`config.mk`:
```
export PLATFORM = sky130hd
export DESIGN_NAME = nv_nvdla_param_fifo
export DESIGN_NICKNAME = d
export VERILOG_FILES = /design/src/rtl/nv_nvdla_fifo_pkg.sv /design/src/rtl/nv_nvdla_fifo_ram.sv /design/src/rtl/nv_nvdla_param_fifo.sv
export SDC_FILE = /design/constraint.sdc
export NUM_CORES = 1
export LEC_CHECK = 0
export CAP_MARGIN = 10
export CORE_ASPECT_RATIO = 0.5
export CORE_MARGIN = 8
export CORE_UTILIZATION = 57
export CTS_BUF_LIST = sky130_fd_sc_hd__clkbuf_8
export CTS_CLUSTER_SIZE = 12
export DETAILED_ROUTE_END_ITERATION = 8
export GPL_ROUTABILITY_DRIVEN = 0
export PLACE_DENSITY = 0.73
export SKIP_LAST_GASP = 1
export SYNTH_ARGS = -nofsm -noshare
export SYNTH_HDL_FRONTEND = slang
export SYNTH_SLANG_ARGS = --single-unit
```
`constraint.sdc`:
```
create_clock -name clk -period 4.55 [get_ports clk]
set_input_delay 0.91 -clock clk [delete_from_list [all_inputs] [get_ports clk]]
set_output_delay 0.91 -clock clk [all_outputs]
set_load 0.01 [all_outputs]
```
`src/rtl/nv_nvdla_fifo_pkg.sv`:
```
// Shared constants and helpers for the parametrised NVDLA valid/ready FIFO.
// Holds parameter legality limits, the count-width helper and the count-update encoding.
package nv_nvdla_fifo_pkg;

   localparam int FIFO_DEPTH_MIN    = 4;
   localparam int FIFO_DEPTH_MAX    = 1024;
   localparam int FIFO_WIDTH_MIN    = 1;
   localparam int FIFO_AFULL_MARGIN = 4;

   typedef enum logic [1:0] {
      CNT_HOLD = 2'd0,
      CNT_INC  = 2'd1,
      CNT_DEC  = 2'd2
   } cnt_op_e;

   // A count that must reach DEPTH itself needs one bit more than an address.
   function automatic int cnt_width(input int depth);
      return $clog2(depth + 1);
   endfunction

   function automatic bit depth_is_legal(input int depth);
      return (depth >= FIFO_DEPTH_MIN) && (depth <= FIFO_DEPTH_MAX) &&
             ((depth & (depth - 1)) == 0);
   endfunction

   function automatic bit width_is_legal(input int width);
      return width >= FIFO_WIDTH_MIN;
   endfunction

   // Simultaneous increment and decrement cancel out.
   function automatic cnt_op_e cnt_op(input logic inc, input logic dec);
      cnt_op_e op;
      op = CNT_HOLD;
      if (inc && !dec) begin
         op = CNT_INC;
      end else if (dec && !inc) begin
         op = CNT_DEC;
      end
      return op;
   endfunction

endpackage

```
`src/rtl/nv_nvdla_fifo_ram.sv`:
```
// One-write, one-read synchronous RAM wrapper; the read register doubles as the FIFO output stage.
// rd data only changes when the read enable is high, so a stalled consumer sees a stable word.
module nv_nvdla_fifo_ram
   import nv_nvdla_fifo_pkg::*;
#(
   parameter int DEPTH = 128,
   parameter int WIDTH = 11,
   localparam int AW   = $clog2(DEPTH)
) (
   input  logic             clk,
   input  logic [31:0]      pwrbus_ram_pd,
   input  logic             we,
   input  logic [AW-1:0]    wa,
   input  logic [WIDTH-1:0] di,
   input  logic             re,
   input  logic [AW-1:0]    ra,
   output logic [WIDTH-1:0] dout
);

   logic [WIDTH-1:0] mem [DEPTH];
   logic             unused_pwrbus;

   // Power-down controls belong to a hard macro; the behavioural array ignores them.
   assign unused_pwrbus = ^pwrbus_ram_pd;

   always_ff @(posedge clk) begin
      if (we) begin
         mem[wa] <= di;
      end
   end

   always_ff @(posedge clk) begin
      if (re) begin
         dout <= mem[ra];
      end
   end

`ifdef ASSERT_ON
   generate
      if (!depth_is_legal(DEPTH) || !width_is_legal(WIDTH)) begin : g_param_check
         $error("nv_nvdla_fifo_ram: illegal DEPTH/WIDTH");
      end
   endgenerate
`endif

endmodule

```
`src/rtl/nv_nvdla_param_fifo.sv`:
```
// Parametrised single-clock valid/ready FIFO with runtime write limit, occupancy count,
// almost-full flag and synchronous flush. Fall-through latency is two cycles.
module nv_nvdla_param_fifo
   import nv_nvdla_fifo_pkg::*;
#(
   parameter int WIDTH    = 11,
   parameter int DEPTH    = 128,
   parameter int AFULL_TH = DEPTH - FIFO_AFULL_MARGIN,
   localparam int CW      = cnt_width(DEPTH)
) (
   input  logic             clk,
   input  logic             reset,
   input  logic             flush,
   input  logic             wr_req,
   output logic             wr_ready,
   input  logic [WIDTH-1:0] wr_data,
   output logic             rd_req,
   input  logic             rd_ready,
   output logic [WIDTH-1:0] rd_data,
   input  logic [CW-1:0]    wr_limit,
   output logic [CW-1:0]    wr_count,
   output logic             almost_full,
   input  logic [31:0]      pwrbus_ram_pd
);

   localparam int            AW      = $clog2(DEPTH);
   localparam logic [CW-1:0] DEPTH_C = CW'(DEPTH);
   localparam logic [CW-1:0] AFULL_C = CW'(AFULL_TH);
   localparam logic [CW-1:0] ONE_C   = CW'(1);

   logic [AW-1:0] wr_adr;
   logic [AW-1:0] rd_adr;
   logic [CW-1:0] ram_count;
   logic [CW-1:0] wr_count_next;
   logic [CW-1:0] ram_count_next;
   logic [CW-1:0] eff_limit;
   logic          accept;
   logic          pop;
   logic          load;
   logic          slcg_en;
   cnt_op_e       wr_op;
   cnt_op_e       ram_op;

   assign accept = wr_req && wr_ready;
   assign pop    = rd_req && rd_ready;

   // ram_count tracks words in RAM not yet moved to the output register; refill whenever
   // the output register is empty or being drained this cycle.
   assign load = (ram_count != '0) && (!rd_req || rd_ready) && !flush;

   assign wr_op  = cnt_op(accept, pop);
   assign ram_op = cnt_op(accept, load);

   always_comb begin
      eff_limit = wr_limit;
      if ((wr_limit == '0) || (wr_limit > DEPTH_C)) begin
         eff_limit = DEPTH_C;
      end
   end

   always_comb begin
      wr_count_next = wr_count;
      case (wr_op)
         CNT_INC: wr_count_next = wr_count + ONE_C;
         CNT_DEC: wr_count_next = wr_count - ONE_C;
         default: wr_count_next = wr_count;
      endcase
   end

   always_comb begin
      ram_count_next = ram_count;
      case (ram_op)
         CNT_INC: ram_count_next = ram_count + ONE_C;
         CNT_DEC: ram_count_next = ram_count - ONE_C;
         default: ram_count_next = ram_count;
      endcase
   end

`ifdef NVDLA_FIFO_SLCG_BYPASS
   assign slcg_en = 1'b1;
`else
   assign slcg_en = flush || accept || pop || load;
`endif

   // wr_ready is re-evaluated every cycle so a lowered wr_limit takes effect without traffic.
   always_ff @(posedge clk) begin
      if (reset) begin
         wr_adr    <= '0;
         rd_adr    <= '0;
         wr_count  <= '0;
         ram_count <= '0;
         rd_req    <= 1'b0;
         wr_ready  <= 1'b0;
      end else begin
         wr_ready <= (wr_count_next < eff_limit) && !flush;
         if (slcg_en) begin
            if (flush) begin
               wr_adr    <= '0;
               rd_adr    <= '0;
               wr_count  <= '0;
               ram_count <= '0;
               rd_req    <= 1'b0;
            end else begin
               if (accept) begin
                  wr_adr <= wr_adr + AW'(1);
               end
               if (load) begin
                  rd_adr <= rd_adr + AW'(1);
               end
               wr_count  <= wr_count_next;
               ram_count <= ram_count_next;
               if (load) begin
                  rd_req <= 1'b1;
               end else if (pop) begin
                  rd_req <= 1'b0;
               end
            end
         end
      end
   end

   assign almost_full = (wr_count >= AFULL_C);

   nv_nvdla_fifo_ram #(
      .DEPTH (DEPTH),
      .WIDTH (WIDTH)
   ) u_ram (
      .clk           (clk),
      .pwrbus_ram_pd (pwrbus_ram_pd),
      .we            (accept && !flush),
      .wa            (wr_adr),
      .di            (wr_data),
      .re            (load),
      .ra            (rd_adr),
      .dout          (rd_data)
   );

`ifdef ASSERT_ON
   generate
      if (!depth_is_legal(DEPTH) || !width_is_legal(WIDTH)) begin : g_param_check
         $error("nv_nvdla_param_fifo: illegal DEPTH/WIDTH");
      end
   endgenerate

   a_count_bound: assert property (@(posedge clk) disable iff (reset)
      wr_count <= DEPTH_C);

   a_stall_stable: assert property (@(posedge clk) disable iff (reset)
      (rd_req && !rd_ready && !flush) |=> (rd_req && $stable(rd_data)));

   a_no_blind_write: assert property (@(posedge clk) disable iff (reset)
      (accept && !flush) |-> wr_ready);
`endif

endmodule

```
### After elaboration in Yosys (flattened, before gate mapping)

Memories as Yosys holds them, arrays and structs flattened. A register that Yosys moved wholly into a read port is not among the register bits.
Cells that the tools add are included.

* RAM bits: 1408
* register bits after elaboration: 32
* output and inout port bits: 22
* latch bits: 0
* ROM bits: 0
* memories: 1

* $mul: 0
* shift operators: 0
* add/sub/neg operators: 6
* reduce and logical (&&, ||, !) cells: 30
* div/mod/pow operators: 0
* eq/ne operators: 4
* $lt $le $gt $ge: 3
* multiplexer cells: 18
* bitwise gates (word level): 0

Memories
* u_ram.mem: words 128, width 11, rd ports 1, clocked after memory_dff 1, write ports 1, RTL line nv_nvdla_fifo_ram.sv:20 `logic [WIDTH-1:0] mem [DEPTH];`

Operators by type and width (number)
* one-hot mux 8 bit (2 select lines): 2
* 2-to-1 mux 7 bit: 4
* 2-to-1 mux 8 bit: 3
* adder 8 x 1 -> 8 bit, second input constant: 2
* subtractor 8 x 1 -> 8 bit, second input constant: 2
* adder 7 x 1 -> 7 bit, second input constant: 2
* logical AND 1 bit: 10
* greater-or-equal comparator 8 x 7 -> 1 bit, second input constant: 1
* > comparator 8 bit, second input constant: 1
* zero test 8 bit: 1
* < comparator 8 bit: 1
* 2-to-1 mux 2 bit: 4
* AND reduction 2 bit: 4
* nonzero test 8 bit: 1
* nonzero test 3 bit: 2
* zero test 1 bit: 5
* logical OR 1 bit: 5
* 2-to-1 mux 1 bit: 5
* == test 2 x 1 -> 1 bit, second input constant: 2
* == test 2 bit, second input constant: 2
* nonzero test 2 bit: 2

### Depth between registers and ports, before layout

Gate-level depths: netlist of run 1.

* depth in word-level cells: 10
* depth in mapped cells: 16
* depth with buffers taken out: 16

### Modules after synthesis

From an unflattened synthesis of run 1, not the netlist that was laid out.

* cells, all modules: 2476
* area, all modules: 56733.2 um^2

Modules (own cells, without submodules)
* nv_nvdla_fifo_ram: sequential area each 42610.9 um^2, instances 1, area an instance 54333.4 um^2, cells each 2178
* nv_nvdla_param_fifo: sequential area each 640.6 um^2, instances 1, area an instance 2399.8 um^2, cells each 298

### Worst setup path before layout of run 1

OpenSTA, ideal clock, no wires.

* path type: input to register
* start: in rd_ready
* end: reg ram_count[7]
* slack: 704 ps
* cell stages on the path: 12
* data arrival time: 3730 ps
* path through: nand2b_1 o21a_1 buf_2 nor2b_1 and2_1 ha_1 a21o_1 a21oi_1 o21bai_1 a2111oi_0 a211o_1 nand2_1

* cells in the longest elaborated chain, start to end: 9
* elaborated cells between the ends (all ways): 17
* classes of those cells: eq/ne: 2; mux: 4; reduce/logical: 11

Ends and longest elaborated chain
* start, declared: RTL line nv_nvdla_param_fifo.sv:18 `input logic rd_ready,`
* logical OR 1 bit (*): RTL line nv_nvdla_param_fifo.sv:49 `assign load = (ram_count != '0) && (!rd_req || rd_ready) && !flush;`
* logical AND 1 bit (*) (2 in a row): RTL line nv_nvdla_param_fifo.sv:49
* named net load: RTL line nv_nvdla_param_fifo.sv:39 `logic load;`
* logical AND 1 bit / zero test 1 bit (equally long branches): RTL line nv_nvdla_fifo_pkg.sv:36, nv_nvdla_fifo_pkg.sv:34
* 2-to-1 mux 2 bit / logical AND 1 bit (equally long branches): RTL line nv_nvdla_fifo_pkg.sv:36, nv_nvdla_fifo_pkg.sv:34
* 2-to-1 mux 2 bit: RTL line nv_nvdla_fifo_pkg.sv:34 `if (inc && !dec) begin`
* == test 2 bit / == test 2 x 1 -> 1 bit (equally long branches): RTL line nv_nvdla_param_fifo.sv:72 `case (ram_op)`
* one-hot mux 8 bit (2 select lines) / nonzero test 3 bit (equally long branches)
* 2-to-1 mux 8 bit / AND reduction 2 bit (equally long branches)
* end signal, assigned: RTL line nv_nvdla_param_fifo.sv:111 `ram_count <= ram_count_next;`
* end, declared: RTL line nv_nvdla_param_fifo.sv:33 `logic [CW-1:0] ram_count;`

The timed path passes the listed nets; every way through them passes the cells marked *.
A chain may end at the register's enable or synchronous reset.

==> summary.txt, run 1 <==
Synth
  – Post-synth EDFFs: ~1.4k
  – Synthesized Nets: ~2.8k
  – Mapped Area: about 57000 um2
  – FF+latch count, synth: 1451
  – Ys Warns: 0
  – Syn_area_per_cell: 20.8 um2
  – Ys flop type: edfxtp_1
  – Sequential share of the synthesized area: about three quarters
  – Post-synth cell types: 61
  – Ys async rst share: 0%
  – Post-Syn Instances: 2755

Layout
  – Fillers: around 6.5k
  – P&R area growth vs syn: 11.6%
  – Post-layout nets: ~3.2k
  – Most frequent cells in the layout: edfxtp_1 (1419), mux4_2 (352), buf_4 (239)
  – Most common cell after layout, fill and taps aside: edfxtp_1
  – Share of cells above drive strength 1: 27.0%

STA
  – Final hold violation count: 0
  – Setup WS post-layout: between 0.7 and 0.8 ns
  – TNS Setup: 0 ns
  – Final setup violation count: 0
  – Fin Clk Skew: 0.0467 ns
  – Relative slew slack: roughly 20%
  – RSZ-0062 raised after global routing: no
  – Measured slew at the worst slew-check pin: 1.20 ns
  – Fmax: 261 MHz
  – Tmin final: approximately 3.8 ns
  – Final cycle utilization of the critical path: between 80% and 90%
  – Fin. max-slew vios: 0

Detailed routing
  – Total Wirelength: roughly 140000 um
  – Routed via count: between 20k and 30k
  – DR pass1 iterations: 8
  – Routed vias/inst: between 6 and 7
  – Drt wl/cell: a little under 30 um
  – DRC Markers: 0
  – DRT iter0 DRCs: between 3k and 4k
  – Detail Route Antenna Nets: 0

Critical path
  – Setup crit start kind: register
  – Worst setup path start: rd_adr[0]$_SDFFE_PP0P_
  – Crit path required time: slightly above 5 ns
  – R2R depth: 7
  – CP Capture Point: u_ram.dout[7]$_DFFE_PP_
  – FF-to-FF Start: rd_adr[0]$_SDFFE_PP0P_
  – CP max FO: 23
  – WS Path Type: register to register
  – Setup slack, reg-to-reg: slightly above 0.7 ns
  – R2r endpoint: u_ram.dout[7]$_DFFE_PP_
  – Crit path DAT: between 4 and 5 ns
  – CP endpoint kind: register

Job
  – Max cap viols: 0

Hold path
  – Hold crit path type: register to register

Power and ir drop
  – Tot Pwr: between 20000 and 30000 uW
  – Peak VDD IR: around 350 uV
  – Leakage power: between 0.015 and 0.02 uW
  – Pwr/cell area: between 400 and 500 nW/um2

Clock network
  – Post_cts resized: 0
  – Clk_lat worst skew: approximately 0.89 ns
  – CTS max path bufs: 3
  – Clock net sink count: 1451
  – Clock root buffer: clkbuf_8
  – CTS tree: yes
  – Postcts setup bufs: 0
  – Total CTS buffers: 193
  – H-Tree Level Count: 4
  – Clock slew at reported path FFs: ~0.070 ns
  – Hold_buf cts: 0

GRT
  – Initial antenna violation count: 4
  – First-pass GRT wire length: between 150000 and 200000 um
  – Largest net degree at the start of global routing: about 100
  – Vias in the first global route: 28.9k
  – Gr usage total: 24.3%
  – GRT overflow: 0

Floorplan
  – Die area: approximately 110000 um2
  – Core outline area: 99800 um2
  – Top Ports: between 70 and 80
  – Row cnt: 82
  – Initial Utilization: ~57%
  – Die X-Extent: 464 um
  – Die Y: ~240 um

Status
  – Status: finished clean

Placed design
  – Pre-CTS setup slack: between 0.3 and 0.4 ns
  – DP HPWL: around 84000 um
  – Port Buffers: between 40 and 50
==> where the power goes <==
group | leakage (uW) | internal (uW) | total (uW) | switching, uW
combinational | 0.00488 | 2680 | 5500 | 2820
sequential | 0.0130 | 14800 | 15000 | 167
clock | 0.00198 | 4190 | 8870 | 4680
==> Yosys cell counts, types with 17 or more instances <==
cell type | n | share of area, %
edfxtp_1 | 1419 | 74
mux4_2 | 352 | 14
nor2_1 | 179 | 1.2
mux2i_1 | 113 | 2.0
nand2_1 | 89 | 0.58
a21oi_1 | 60 | 0.52
clkbuf_1 | 56 | 0.37
buf_2 | 42 | 0.37
dfxtp_1 | 32 | 1.1
buf_4 | 29 | 0.38
mux2_2 | 29 | 0.57
o21ai_0 | 27 | 0.24
o22ai_1 | 19 | 0.21
ha_1 | 17 | 0.37
nand3_1 | 17 | 0.15
o221ai_1 | 17 | 0.26
==> logic make-up after synthesis <==
logic type                 Yosys count  share of synthesized area [%]
and+or+nand+nor                    385                           3.03
xor gates and xnor gates            26                          0.398
adders and majority gates           18                          0.407
DFF                               1451                           75.6
AOI/OAI and AO/OA                  218                           2.59
buffers and inverters              163                           1.58
muxes                              494                           16.4
==> layout make-up <==
type | count | area, um2 | share of cell area, %
antenna | 3 | 7.51 | 0.0118
clock buffer | 205 | 2820 | 4.42
clock inverter | 130 | 576 | 0.902
inverter | 11 | 41.3 | 0.0647
multi-input combinational | 1141 | 13100 | 20.5
sequential | 1451 | 43300 | 67.8
tap | 1344 | 1680 | 2.63
timing repair buffer | 285 | 2370 | 3.72
==> stage by stage <==
step,utilization [%],instance area [um2],instances,hold slack [ns]
detailed placement,60.5,60400,4232,0.469
CTS,63.9,63800,4567,0.475
global route,63.9,63800,4568,0.514
finish,63.9,63800,4570,0.482
global placement,60.5,60400,4232,0.458
floorplan,-,57200,2755,0.444
==> routing by layer <==
metal	track usage [%]	up-vias	wire length, um
met5	0	-	13
met4	7.25	2	3030
met3	6.26	180	15900
met2	36.2	1807	62000
met1	35.9	15360	55300
li1	-	12095	-
==> registers in the layout (all words and copies together) (netlist names) <==
| register | count |
|---|---|
| u_ram.dout | 11 |
| wr_ready | 1 |
| ram_count | 8 |
| u_ram.mem | 1408 |
| rd_adr | 7 |
| wr_count | 8 |
| rd_req | 1 |
| wr_adr | 7 |
==> how the worst min path moves through the flow <==
stage | depth (start not counted) | endpoint | slack, ns | from
global route | 2 | ram_count[5]$_SDFFE_PP0P_ | 0.51 | ram_count[5]$_SDFFE_PP0P_
finish | 2 | ram_count[6]$_SDFFE_PP0P_ | 0.48 | ram_count[6]$_SDFFE_PP0P_
CTS | 2 | ram_count[6]$_SDFFE_PP0P_ | 0.48 | ram_count[6]$_SDFFE_PP0P_
floorplan | 2 | ram_count[2]$_SDFFE_PP0P_ | 0.44 | ram_count[2]$_SDFFE_PP0P_
global placement | 2 | ram_count[6]$_SDFFE_PP0P_ | 0.46 | ram_count[6]$_SDFFE_PP0P_
detailed placement | 2 | ram_count[6]$_SDFFE_PP0P_ | 0.47 | ram_count[6]$_SDFFE_PP0P_
==> critical path, cell delays in order, from the launching register on <==
cell and delay (ns):
dfxtp_4 0.67, buf_12 0.29, mux4_2 0.58, mux4_2 0.48, mux2i_1 0.60, nor2_1 0.10, nor4_1 0.49, a211oi_1 0.23
(Power assumes the default switching activity.)
==> run 2: changes to the inputs <==
--- a/config.mk
+++ b/config.mk
@@ -13,7 +13,7 @@
 export CTS_CLUSTER_SIZE = 12
 export DETAILED_ROUTE_END_ITERATION = 8
 export GPL_ROUTABILITY_DRIVEN = 0
-export PLACE_DENSITY = 0.73
+export PLACE_DENSITY = 0.76
 export SKIP_LAST_GASP = 1
 export SYNTH_ARGS = -nofsm -noshare
 export SYNTH_HDL_FRONTEND = slang
==> constraint.sdc (replaced) <==
create_clock -name clk -period 3.5 [get_ports clk]
set_input_delay 0.7 -clock clk [delete_from_list [all_inputs] [get_ports clk]]
set_output_delay 0.7 -clock clk [all_outputs]
set_load 0.01 [all_outputs]
==> run 2 against run 1 <==
Effect of this change:
- flip-flop and latch count unchanged
- cell area increased by 1.5%
- hold slack worse by 0.15 ns
- highest routed layer is now met4
- clock skew fell by 0.012 ns
- cell count is 1.9% higher
- wire length increased by 0.23%
- critical endpoint is now u_ram.dout[6]$_DFFE_PP_
- critical path depth shrank 1
- sequential share of layout area fell by 1.0 points
- the flow now finishes with violations (design-rule violations)
- largest power group unchanged
- sequential power increased by 29%
==> summary.txt, run 2 (synthesized netlist as in run 1, its figures left out) <==
Layout
  – Share of cells above drive strength 1: 29.1% (+2.1 points)
  – Most frequent cells in the layout: edfxtp_1 (1419), mux4_2 (352), buf_4 (296)
  – Most common cell after layout, fill and taps aside: edfxtp_1
  – Largest register FFs: 1408 (unchanged)
  – Largest regs: u_ram.mem (1408), u_ram.dout (11)
  – Reg with most FFs: u_ram.mem
  – Post-route cell area: 64800 um2 (+1.5%)
  – Fillers: 6235 (-4.5%)
  – P&R area growth vs syn: 13.2%
  – Post-layout nets: 3239 (+2.6%)

Placed design
  – Pre-CTS setup slack: -0.178 ns (-0.527 ns)
  – Post-Place Cell Area: 61400 um2 (+1.6%)
  – Port Buffers: 45 (unchanged)
  – DP HPWL: 85300 um (+1.9%)

Power and ir drop
  – Pwr/cell area: 591 nW/um2 (+29%)
  – Peak VDD IR: 460 uV (+31%)
  – Leakage power: 0.0204 uW (+2.7%)

Floorplan
  – Die area: 111000 um2 (unchanged)
  – Die Y: 240 um (unchanged)
  – Initial Utilization: 57.3% (unchanged)
  – Row cnt: 82 (unchanged)
  – Die X-Extent: 464 um (unchanged)
  – Top Ports: 78 (unchanged)
  – Core outline area: 99800 um2 (unchanged)

Clock network
  – CTS tree: yes
  – Postcts setup bufs: 0 (unchanged)
  – Clock root buffer: clkbuf_8
  – Clock net sink count: 1451 (unchanged)
  – Total CTS buffers: 192 (-0.52%)
  – H-Tree Level Count: 4 (unchanged)
  – Clk_lat worst skew: 0.88 ns (about the same)
  – Clock slew at reported path FFs: 0.07 ns (about the same)
  – CTS max path bufs: 3 (unchanged)

Critical path
  – R2r endpoint: u_ram.dout[6]$_DFFE_PP_
  – WS Path Type: register to register
  – FF-to-FF Start: rd_adr[0]$_SDFFE_PP0P_
  – R2R depth: 6 (-1)
  – Crit path required time: 4.10 ns (-1.03 ns)
  – CP max FO: 8 (-65%)
  – Crit path DAT: 4.06 ns (-0.34 ns)
  – CP endpoint kind: register
  – Setup crit start kind: register
  – Setup slack, reg-to-reg: 0.04 ns (-0.68 ns)

STA
  – RSZ-0062 raised after global routing: no
  – Final setup violation count: 0 (unchanged)
  – TNS Setup: 0 ns (unchanged)
  – Relative slew slack: 29.5% (+9.4 points)
  – Fmax: 289 MHz (+11%)
  – Tmin final: 3.46 ns (-0.367 ns)
  – Final cycle utilization of the critical path: 98.8% (+15 points)
  – Setup WS post-layout: 0.0416 ns (-0.683 ns)
  – Final hold violation count: 0 (unchanged)
  – Fin Clk Skew: 0.0349 ns (-0.0118 ns)
  – Fin. max-slew vios: 0 (unchanged)
  – Measured slew at the worst slew-check pin: 1.05 ns (-0.143 ns)

Detailed routing
  – DRT iter0 DRCs: 4001 (+7.2%)
  – DR pass1 iterations: 8 (unchanged)
  – Routed via count: 29.9k (+1.6%)
  – Total Wirelength: 136000 um (+0.23%)
  – Drt wl/cell: 29.3 um (-1.6%)
  – DRC Markers: 2 (+2)
  – Routed vias/inst: 6.43 (-0.28%)
  – Detail Route Antenna Nets: 0 (unchanged)

Status
  – Status: complete, but fails checks
  – Violated checks: design-rule violations

Hold path
  – Min-Delay Endpoint: u_ram.mem[120][9]$_DFFE_PP_
  – Hold_sp: wr_data[9]
  – Hold crit path type: input pin to register
  – Hold Path Depth: 1 (-1)

GRT
  – First-pass GRT wire length: 199000 um (+0.45%)
  – Initial antenna violation count: 3 (-1)
  – GRT overflow: 0 (unchanged)
  – Gr usage total: 24.2% (-0.037 points)
  – Largest net degree at the start of global routing: 92 (-7.1%)
  – Vias in the first global route: 29.6k (+2.3%)

Job
  – Max cap viols: 0 (unchanged)
-- run 2: cell count changes in the layout (fill, tap and decap cells not counted), moves of 2 or more --
cell	change
clkinvlp_4	+2
inv_1	-2
clkinv_2	+6
diode_2	-2
buf_4	+57
clkinv_1	-2
buf_12	+26
-- run 2: routing by layer --
| metal | up-vias | track usage, % | part of all wire, % |
|---|---|---|---|
| met5 | - | 0 | 0 |
| met4 | 0 | 7.52 | 2.5 |
| met3 | 219 | 6.24 | 12 |
| met2 | 1891 | 37.4 | 46 |
| met1 | 15522 | 34.6 | 39 |
| li1 | 12277 | - | - |
-- run 2: final cells by class --
cell class / instances / area (um2) / share of cell area, %
flip-flops and latches: 1451 / 43300 / 66.8
well taps: 1344 / 1680 / 2.60
repair buffers: 368 / 3320 / 5.13
multi-input cells: 1141 / 13100 / 20.2
clock buffers: 206 / 2840 / 4.38
clock inverters: 133 / 573 / 0.884
diodes: 1 / 2.50 / 0.00386
inverters: 11 / 41.3 / 0.0637
-- run 2: critical path, stage by stage, from the launching register on --
cell and delay [ns]:
dfxtp_4 0.55, buf_12 0.19, mux4_2 0.52, mux4_2 0.49, a2111oi_1 0.97, or4_1 0.32
o211ai_1 0.13
-- run 2: how the worst max path moves through the flow --
stage / startpoint / endpoint / depth (start not counted)
floorplan: rd_ready / ram_count[7]$_SDFFE_PP0P_ / 12
global placement: wr_req / wr_ready$_SDFF_PP0_ / 17
detailed placement: wr_req / ram_count[7]$_SDFFE_PP0P_ / 13
CTS: rd_adr[0]$_SDFFE_PP0P_ / u_ram.dout[0]$_DFFE_PP_ / 8
global route: rd_adr[0]$_SDFFE_PP0P_ / u_ram.dout[0]$_DFFE_PP_ / 8
finish: rd_adr[0]$_SDFFE_PP0P_ / u_ram.dout[6]$_DFFE_PP_ / 6
-- run 2: timing repair --
| action | in CTS | in global routing |
|---|---|---|
| setup endpoints to repair | 1 | 0 |
| hold buffers | 0 | 0 |
| resized for setup | 1 | 0 |
-- run 2: through the flow --
stage	hold WS [ns]	cells	utilization (%)	total power (uW)
after floorplan	0.444	2755	-	24900
after global placement	0.467	4315	61.5	27000
after detailed placement	0.471	4315	61.5	27100
after CTS	0.249	4654	64.9	38500
after global routing	0.305	4655	64.9	39600
final	0.329	4655	64.9	38300
-- run 2: report_power, final --
group | total (uW) | switching (uW) | internal [uW]
clock network | 11500 | 6130 | 5410
logic | 7330 | 3690 | 3640
registers | 19400 | 183 | 19200
